$ cat src/rtl/traffic_ctrl_multi.sv
// N-direction traffic-light sequencer with seconds prescaler, pedestrian green
// truncation, night flashing-yellow mode and per-direction countdown outputs.
module traffic_ctrl_multi #(
   parameter int NUM_DIR      = 2,
   parameter int CLK_PER_SEC  = 1000,
   parameter int GREEN_TIME   = 25,
   parameter int YELLOW_TIME  = 3,
   parameter int ALL_RED_TIME = 2,
   parameter int MIN_GREEN    = 5,
   parameter int CNT_W        = 8
) (
   input  logic                     clock,
   input  logic                     rst,
   input  logic                     night_mode,
   input  logic [NUM_DIR-1:0]       ped_req,
   output logic [NUM_DIR-1:0]       red,
   output logic [NUM_DIR-1:0]       yellow,
   output logic [NUM_DIR-1:0]       green,
   output logic [NUM_DIR*CNT_W-1:0] count,
   output logic [1:0]               active,
   output logic                     tick
);

   localparam int PC_W  = $clog2(CLK_PER_SEC);
   localparam int SEC_W = $clog2(GREEN_TIME + YELLOW_TIME + ALL_RED_TIME + 1);
   localparam int SUM_W = CNT_W + 4;
   localparam int PHASE = GREEN_TIME + YELLOW_TIME + ALL_RED_TIME;

   // state   | meaning
   // GREEN   | active direction green, others red
   // YELLOW  | active direction yellow, others red
   // ALL_RED | clearance, every direction red
   // NIGHT   | all yellows flash on the blink bit
   localparam logic [1:0] S_GREEN   = 2'd0;
   localparam logic [1:0] S_YELLOW  = 2'd1;
   localparam logic [1:0] S_ALL_RED = 2'd2;
   localparam logic [1:0] S_NIGHT   = 2'd3;

   localparam logic [PC_W-1:0]  PC_LAST  = PC_W'(CLK_PER_SEC - 1);
   localparam logic [SEC_W-1:0] SEC_ONE  = SEC_W'(1);
   localparam logic [SEC_W-1:0] G_S      = SEC_W'(GREEN_TIME);
   localparam logic [SEC_W-1:0] Y_S      = SEC_W'(YELLOW_TIME);
   localparam logic [SEC_W-1:0] AR_S     = SEC_W'(ALL_RED_TIME);
   localparam logic [SEC_W-1:0] MIN_S    = SEC_W'(MIN_GREEN);
   localparam logic [SUM_W-1:0] Y_W      = SUM_W'(YELLOW_TIME);
   localparam logic [SUM_W-1:0] AR_W     = SUM_W'(ALL_RED_TIME);
   localparam logic [SUM_W-1:0] PHASE_W  = SUM_W'(PHASE);
   localparam logic [SUM_W-1:0] CNT_MAX  = {4'b0, {CNT_W{1'b1}}};
   localparam logic [1:0]       LAST_DIR = 2'(NUM_DIR - 1);

   logic [1:0]         state;
   logic [SEC_W-1:0]   sec;
   logic [PC_W-1:0]    pc;
   logic [NUM_DIR-1:0] p;
   logic               blink;

   logic [1:0]         next_active;
   logic [NUM_DIR-1:0] act_oh;
   logic [NUM_DIR-1:0] nxt_oh;
   logic [NUM_DIR-1:0] p_next;
   logic               enter_green;
   logic               trunc;
   logic [SUM_W-1:0]   rem;
   logic [SUM_W-1:0]   sum;
   int                 di;

   assign tick        = (pc == PC_LAST);
   assign next_active = (active == LAST_DIR) ? 2'd0 : active + 2'd1;
   assign enter_green = (state == S_ALL_RED) && tick && (sec == SEC_ONE) && !night_mode;
   assign trunc       = (state == S_GREEN) && (|(p & ~act_oh)) && (sec > MIN_S);

   always_comb begin
      act_oh = '0;
      nxt_oh = '0;
      for (int i = 0; i < NUM_DIR; i++) begin
         act_oh[i] = (i == int'(active));
         nxt_oh[i] = (i == int'(next_active));
      end
   end

   // A request landing on the clear cycle survives: clear first, then OR in.
   assign p_next = (p & ~(enter_green ? nxt_oh : '0))
                 | (ped_req & ~((state == S_GREEN) ? act_oh : '0));

   always_ff @(posedge clock) begin
      if (rst) begin
         state  <= S_ALL_RED;
         sec    <= AR_S;
         active <= LAST_DIR;
         pc     <= '0;
         p      <= '0;
         blink  <= 1'b0;
      end else begin
         pc <= tick ? '0 : pc + PC_W'(1);
         p  <= p_next;
         case (state)
            S_GREEN: begin
               if (trunc) begin
                  sec <= MIN_S;
               end else if (tick) begin
                  if (sec == SEC_ONE) begin
                     state <= S_YELLOW;
                     sec   <= Y_S;
                  end else begin
                     sec <= sec - SEC_ONE;
                  end
               end
            end
            S_YELLOW: begin
               if (tick) begin
                  if (sec == SEC_ONE) begin
                     state <= S_ALL_RED;
                     sec   <= AR_S;
                  end else begin
                     sec <= sec - SEC_ONE;
                  end
               end
            end
            S_ALL_RED: begin
               if (tick) begin
                  if (sec == SEC_ONE) begin
                     if (night_mode) begin
                        state <= S_NIGHT;
                        blink <= 1'b1;
                     end else begin
                        state  <= S_GREEN;
                        active <= next_active;
                        sec    <= G_S;
                     end
                  end else begin
                     sec <= sec - SEC_ONE;
                  end
               end
            end
            default: begin
               if (tick) begin
                  if (!night_mode) begin
                     state  <= S_ALL_RED;
                     sec    <= AR_S;
                     active <= LAST_DIR;
                  end else begin
                     blink <= ~blink;
                  end
               end
            end
         endcase
      end
   end

   always_comb begin
      red    = '0;
      yellow = '0;
      green  = '0;
      case (state)
         S_GREEN: begin
            green = act_oh;
            red   = ~act_oh;
         end
         S_YELLOW: begin
            yellow = act_oh;
            red    = ~act_oh;
         end
         S_ALL_RED: red    = '1;
         default:   yellow = {NUM_DIR{blink}};
      endcase
   end

   // rem is seconds to the end of the next ALL_RED; each further direction
   // in the rotation waits one more full phase.
   always_comb begin
      count = '0;
      sum   = '0;
      di    = 0;
      rem   = SUM_W'(sec);
      if (state == S_GREEN)
         rem = SUM_W'(sec) + Y_W + AR_W;
      else if (state == S_YELLOW)
         rem = SUM_W'(sec) + AR_W;
      if (state != S_NIGHT) begin
         for (int i = 0; i < NUM_DIR; i++) begin
            if ((state != S_ALL_RED) && (i == int'(active))) begin
               sum = SUM_W'(sec);
            end else begin
               di = i - int'(active);
               if (di <= 0)
                  di = di + NUM_DIR;
               sum = rem + SUM_W'(di - 1) * PHASE_W;
            end
            count[i*CNT_W +: CNT_W] = (sum > CNT_MAX) ? CNT_MAX[CNT_W-1:0] : sum[CNT_W-1:0];
         end
      end
   end

endmodule

$ cat config.mk
export PLATFORM = sky130hd
export DESIGN_NAME = traffic_ctrl_multi
export DESIGN_NICKNAME = d
export VERILOG_FILES = /design/src/rtl/traffic_ctrl_multi.sv
export SDC_FILE = /design/constraint.sdc
export NUM_CORES = 1
export LEC_CHECK = 0
export ABC_AREA = 1
export CAP_MARGIN = 15
export CELL_PAD_IN_SITES_DETAIL_PLACEMENT = 0
export CELL_PAD_IN_SITES_GLOBAL_PLACEMENT = 1
export CORE_ASPECT_RATIO = 1.1
export CORE_MARGIN = 5
export CORE_UTILIZATION = 30
export DETAILED_ROUTE_END_ITERATION = 6
export GPL_TIMING_DRIVEN = 0
export HOLD_SLACK_MARGIN = 0.12
export PLACE_DENSITY = 0.67
export SLEW_MARGIN = 20
export SYNTH_ARGS = -nofsm -noshare
export SYNTH_HDL_FRONTEND = slang
export SYNTH_SLANG_ARGS = --single-unit
export TNS_END_PERCENT = 5
$ cat constraint.sdc
create_clock -name clock -period 16.7 [get_ports clock]
set_input_delay 4.175 -clock clock [delete_from_list [all_inputs] [get_ports clock]]
set_output_delay 4.175 -clock clock [all_outputs]
set_load 0.03 [all_outputs]
# == After elaboration in Yosys (flattened, before gate mapping) ==
# Cells that the tools add are included.
# W data, S select, Z words.
# op_classes
order_cmp,5
add_sub_neg,14
shifts,0
eq_ne,17
n_mux,54
bitwise_logic,10
n_div,0
n_reduce_logical,21
n_mul,2
# ops
cell,n
$mux W12,10
$mux W5,10
$mux W2,18
$add A12 B12 Y12,2
$gt A12 B8 Y1 const B,2
$mul A12 B4 Y11 const B,2
$sub A12 B2 Y12 const B,2
$mux W16,1
$mux W8,2
$pmux W5 S3,1
$add A5 B2 Y6 const B,2
$ne A2 B2 Y1 const B,6
$pmux W2 S2,3
$reduce_and A6 Y1,2
$add A10 B1 Y10 const B,1
$eq A10 B10 Y1 const B,1
$add A3 B3 Y4 const B,2
$reduce_and A4 Y1,2
$reduce_or A2 Y1,4
$add A6 B2 Y7 const B,1
$logic_and A1 B1 Y1,7
$mux W7,1
$and A2 B2 Y2,3
$le A3 B1 Y1 const B,2
other kinds (21),36
# word_totals
romBits,0
latchBits,0
input_bits,5
register_bits,22
word_cells,129
n_memories,0
ram_bits,0
out_inout_bits,25

# == Logic depth before layout (Yosys ltp) ==
# depth
ltp_word,13
ltp_mapped,24
ltp_nobuf,24

# == Least setup slack after synthesis ==
# No wires, ideal clock.
# synth_path
path_type,register -> output
start,reg active[0]
end,out count[5]
path_buffers,0
setup_slack_ns,7.836
stages_incl_launch_ff,22
t_arrival_ns,4.689
required_ns,12.525
cell_sequence,dfxtp_1 inv_1 ha_1 ha_1 inv_1 fa_1 inv_1 ha_1 inv_1 fa_1 inv_1 ha_1 nand2_2 inv_2 nand2_2 nand3_4 xnor2_2 o21ai_2 nand2_4 nand3_1 nand2_1 inv_1
# synth_via
elab_chain_cells,13
elab_cells_between_ends,16
classes_between,4 x add/sub; 1 x mul; 2 x order compare; 7 x mux; 2 x reduce/logical
# synth_rtl
element,line,rtl
from (decl),20,"output logic [1:0] active,"
from (signal assigned),127,active <= next_active;
$sub A1 B2 Y3,184,di = i - int'(active);
$add A3 B3 Y4 / $le A3 B1 Y1 (equally long branches),"186, 185",
$mux W12,185,if (di <= 0)
$mux W12,181,if ((state != S_ALL_RED) && (i == int'(active))) begin
$mux W12,179,if (state != S_NIGHT) begin
$sub A12 B2 Y12,187,sum = rem + SUM_W'(di - 1) * PHASE_W;
$mul A12 B4 Y11,187,
$add A12 B12 Y12,187,
$mux W12 *,181,
$mux W12 *,179,
$gt A12 B8 Y1,189,count[i*CNT_W +: CNT_W] = (sum > CNT_MAX) ? CNT_MAX[CNT_W-1:0] : sum[CNT_W-1:0];
$mux W8 *,189,
$mux W16 *,179,
to (decl),19,"output logic [NUM_DIR*CNT_W-1:0] count,"
# Every way passes the cells marked *; elsewhere a longest branch is shown, timed or not. The select of a mux whose other input is x is not followed.

# == Final worst setup path ==
# layout_path
start,reg active[0]
end,out count[1]
# The elaborated chain is that of the path after synthesis.

==> impl_metrics.csv <==
group,metric,value,unit
global_route,grt_pass1_vias,2941,
critical_path,worstPathArrival,5.73,ns
critical_path,critical_path_class,"flop to output pin",
final_layout,num-nets-final,544,
clock_tree,clock_path_buffers,2,
synth,syn_avg_cell_area,6.71,sq um
power_and_ir_drop,combPwrFrac,3.8,%
route,ant_nets,0,
power_and_ir_drop,p_sw_share,20.6,%
clock_tree,cts_max_level,1,
power_and_ir_drop,leakage,1.81,nW
floorplanning,die_x,106,microns
floorplanning,die_area,0.0123,sq mm
floorplanning,io_pins,30,
critical_path,r2r_start,"active[0]",
route,via_count,2881,
clock_tree,cts_tree,"done",
final_layout,layout_common_cells,"nand2_1 (82), inv_1 (81), ha_1 (43)",
final_layout,finish.utilization,35.9,%
final_layout,drive_above_1_share,8.85,%
critical_path,critPathLaunchType,"flop",
clock_tree,ctsRootBufferMaster,"clkbuf_8",
clock_tree,cts_hold_buf,0,
global_route,grt_start_max_net_pins,14,
power_and_ir_drop,p_per_area,31.0,mW/mm^2
final_layout,insertedDiodeCount,0,
place,dp.final_hpwl,6.33,mm
timing,rsz0062_at_grt,"no",
critical_path,critPathMaxStageDelay,0.58,ns
power_and_ir_drop,ir_drop,0.0475,mV
route,routed_wl,7.58,mm
timing,clock_skew,0.00291,ns
timing,finalCritPeriodShare,59.3,%
critical_path,rrSetupSlack,14.46,ns
global_route,antenna_found_initial,0,
power_and_ir_drop,p_int,87.2,uW
hold_path,worstHoldPathCells,1,
power_and_ir_drop,switchingPower,22.6,uW
route,first_pass_iters,4,
synth,synthCells,454,
synth,syn_nets,511,
place,port_buffers,28,
clock_tree,numCtsBuffers,3,
synth,ys_seq_area_share,14.5,%
global_route,grt_overflow,0,
global_route,grtUsageTotal,13.1,%
route,wl_per_cell,12.5,microns
place,dp_slack,6.99,ns
clock_tree,cts_resized,0,
status,status,"finished, final reports clean",
synth,synth-edff-count,0,
synth,yosys_warnings,0,
power_and_ir_drop,p_clk_share,47.0,%
timing,drv_slew,0,
floorplanning,die_h,116,microns
timing,relSlewSlack,61.4,%
critical_path,critPathTopFamily,"adder cells",
clock_tree,cts_sinks,22,
power_and_ir_drop,power_frac_seq,49.2,%
timing,tns,0,ns
final_layout,syn_to_final_growth,16.5,%
hold_path,hp-start,"blink",
floorplanning,row_count,38,
critical_path,crit_top_cell,"inv_1",
floorplanning,start_util,30.8,%
final_layout,layout_commonest_cell,"nand2_1",
timing,setup_ws,6.79,ns
synth,synth.distinct_cells,48,
place,place.gp.congestion,0.833,
critical_path,r2r-end,"sec[3]",
clock_tree,clock_latency,0.28,ns
timing,fmax,101,MHz
route,drtIter0Drc,129,
synth,ys.flop_type,"dfxtp_1",
clock_tree,post_cts_buffers,0,
run,drv_cap,0,
critical_path,crit_required,12.52,ns
floorplanning,core-area,0.00989,sq mm
timing,worst_slew_pin_slew,0.575,ns
global_route,grt_pass1_wl,13.3,mm
route,route.detailed.drc,0,
timing,period_needed,9.91,ns
critical_path,reg2reg_depth,10,
timing,hold_viol_final,0,
timing,setup_violations,0,
route,viasPerCell,4.75,
critical_path,path_buf_inv,7,
clock_tree,clkTransAtPathRegs,0.08,ns
critical_path,end_kind,"output pin",
critical_path,cp_cell_sequence,"inv_1 -> ha_1 -> ha_1 -> inv_1 -> fa_1 -> inv_1 -> ha_1 -> inv_1 -> fa_1 -> inv_1 -> ha_1 -> nand2_2 -> nand2_1 -> nand2_1 -> nand3_1 -> nand2_1 -> nand2_1 -> nor2_1 -> nand3_2 -> nand2_4 -> nand3_1 -> nand2_1 -> inv_1 -> clkdlybuf4s50_1",
hold_path,min_path_type,"flop to flop",
synth,syn_area,0.00305,sq mm
hold_path,min_to,"blink",
synth,synth_seq_cells,22,
synth,postSynth.asyncResetShare,0,%
critical_path,cp_slowest_cell,"clkdlybuf4s50_1",
critical_path,worstPathMaxFanout,10,
area by class of cell:
cell class | instances | area, sq um
tap | 120 | 150
buffer | 6 | 31.3
clock buffer | 3 | 41.3
clock inverter | 1 | 30.0
fill | 1129 | 6340
timing repair buffer | 28 | 280
sequential | 22 | 440
multi-input combinational | 338 | 2240
inverter | 88 | 333
synthesized netlist by cell type (2+ instances only):
library cell | number | share of area, %
nand4_1 | 5 | 1.0
nor3_2 | 2 | 0.66
xnor2_1 | 6 | 1.7
nand2_1 | 82 | 10
xor2_1 | 6 | 1.7
o211ai_1 | 3 | 0.74
o21ai_1 | 3 | 0.49
o21ai_2 | 2 | 0.58
fa_1 | 9 | 5.9
inv_1 | 81 | 10
or2_2 | 2 | 0.41
a31oi_1 | 6 | 1.2
nand2_4 | 2 | 0.74
ha_1 | 43 | 18
nand3_2 | 5 | 1.6
dfxtp_1 | 22 | 14
o21ai_0 | 23 | 3.8
nand2_2 | 6 | 1.2
nor2_1 | 42 | 5.2
nor3_1 | 4 | 0.66
nand3_1 | 28 | 4.6
a21oi_1 | 35 | 5.8
o22ai_1 | 5 | 1.0
buf_2 | 4 | 0.66
inv_2 | 5 | 0.62
power by group through the flow:
stage	sequential, mW	clock, mW	combinational (mW)
floorplan	0.0551	0	0.00271
global placement	0.0553	0	0.00415
detailed placement	0.0553	0	0.00422
CTS	0.0541	0.0539	0.00425
global route	0.0542	0.0554	0.00480
finish	0.0540	0.0516	0.00417
layer usage:
metal	global-route usage (%)	routed length (microns)	vias up
met3	1.11	141	5
met2	24.9	3800	25
li1	-	-	1529
met5	0	0	-
met4	3.54	87	0
met1	15.9	3550	1322
state kept, by name, summed over array words and instances (netlist names):
signal and count:
sec 5, state 2, active 2, blink 1, p 2, pc 10
how the worst max path moves through the flow:
stage / from / end / slack [ns] / cells past startpoint
after floorplan: active[0] / count[5] / 7.84 / 21
after global placement: active[0] / count[1] / 7.07 / 24
after detailed placement: active[0] / count[5] / 6.99 / 24
after CTS: active[0] / count[5] / 6.67 / 24
after global routing: active[0] / count[6] / 6.26 / 24
final: active[0] / count[1] / 6.79 / 24
kinds of logic after synthesis:
kind of cell	share of synthesized area, %
adder cells (fa/ha/maj)	23.6
flip-flops	14.5
AND/OR/NAND/NOR	28.9
AO/OA/AOI/OAI	16.6
buffers and inverters	12.0
XOR/XNOR	4.52
metrics by stage:
step | hold slack [ns] | power [mW] | area, sq um | std cells
final | 0.467 | 0.110 | 3550 | 606
after global routing | 0.492 | 0.114 | 3550 | 606
after CTS | 0.473 | 0.112 | 3550 | 606
after detailed placement | 0.456 | 0.0595 | 3480 | 602
after global placement | 0.449 | 0.0594 | 3480 | 602
after floorplan | 0.430 | 0.0578 | 3050 | 454
worst reg2reg max path: cells and delay by family, from the launching register on:
family	cells	cell delay, ns
and+or+nand+nor	2	0.31
DFF	1	0.54
adders and majority gates	1	0.28
AOI/OAI and AO/OA	4	0.51
buffers and inverters	3	0.55
Note: power is estimated with default switching activity, not from simulation.
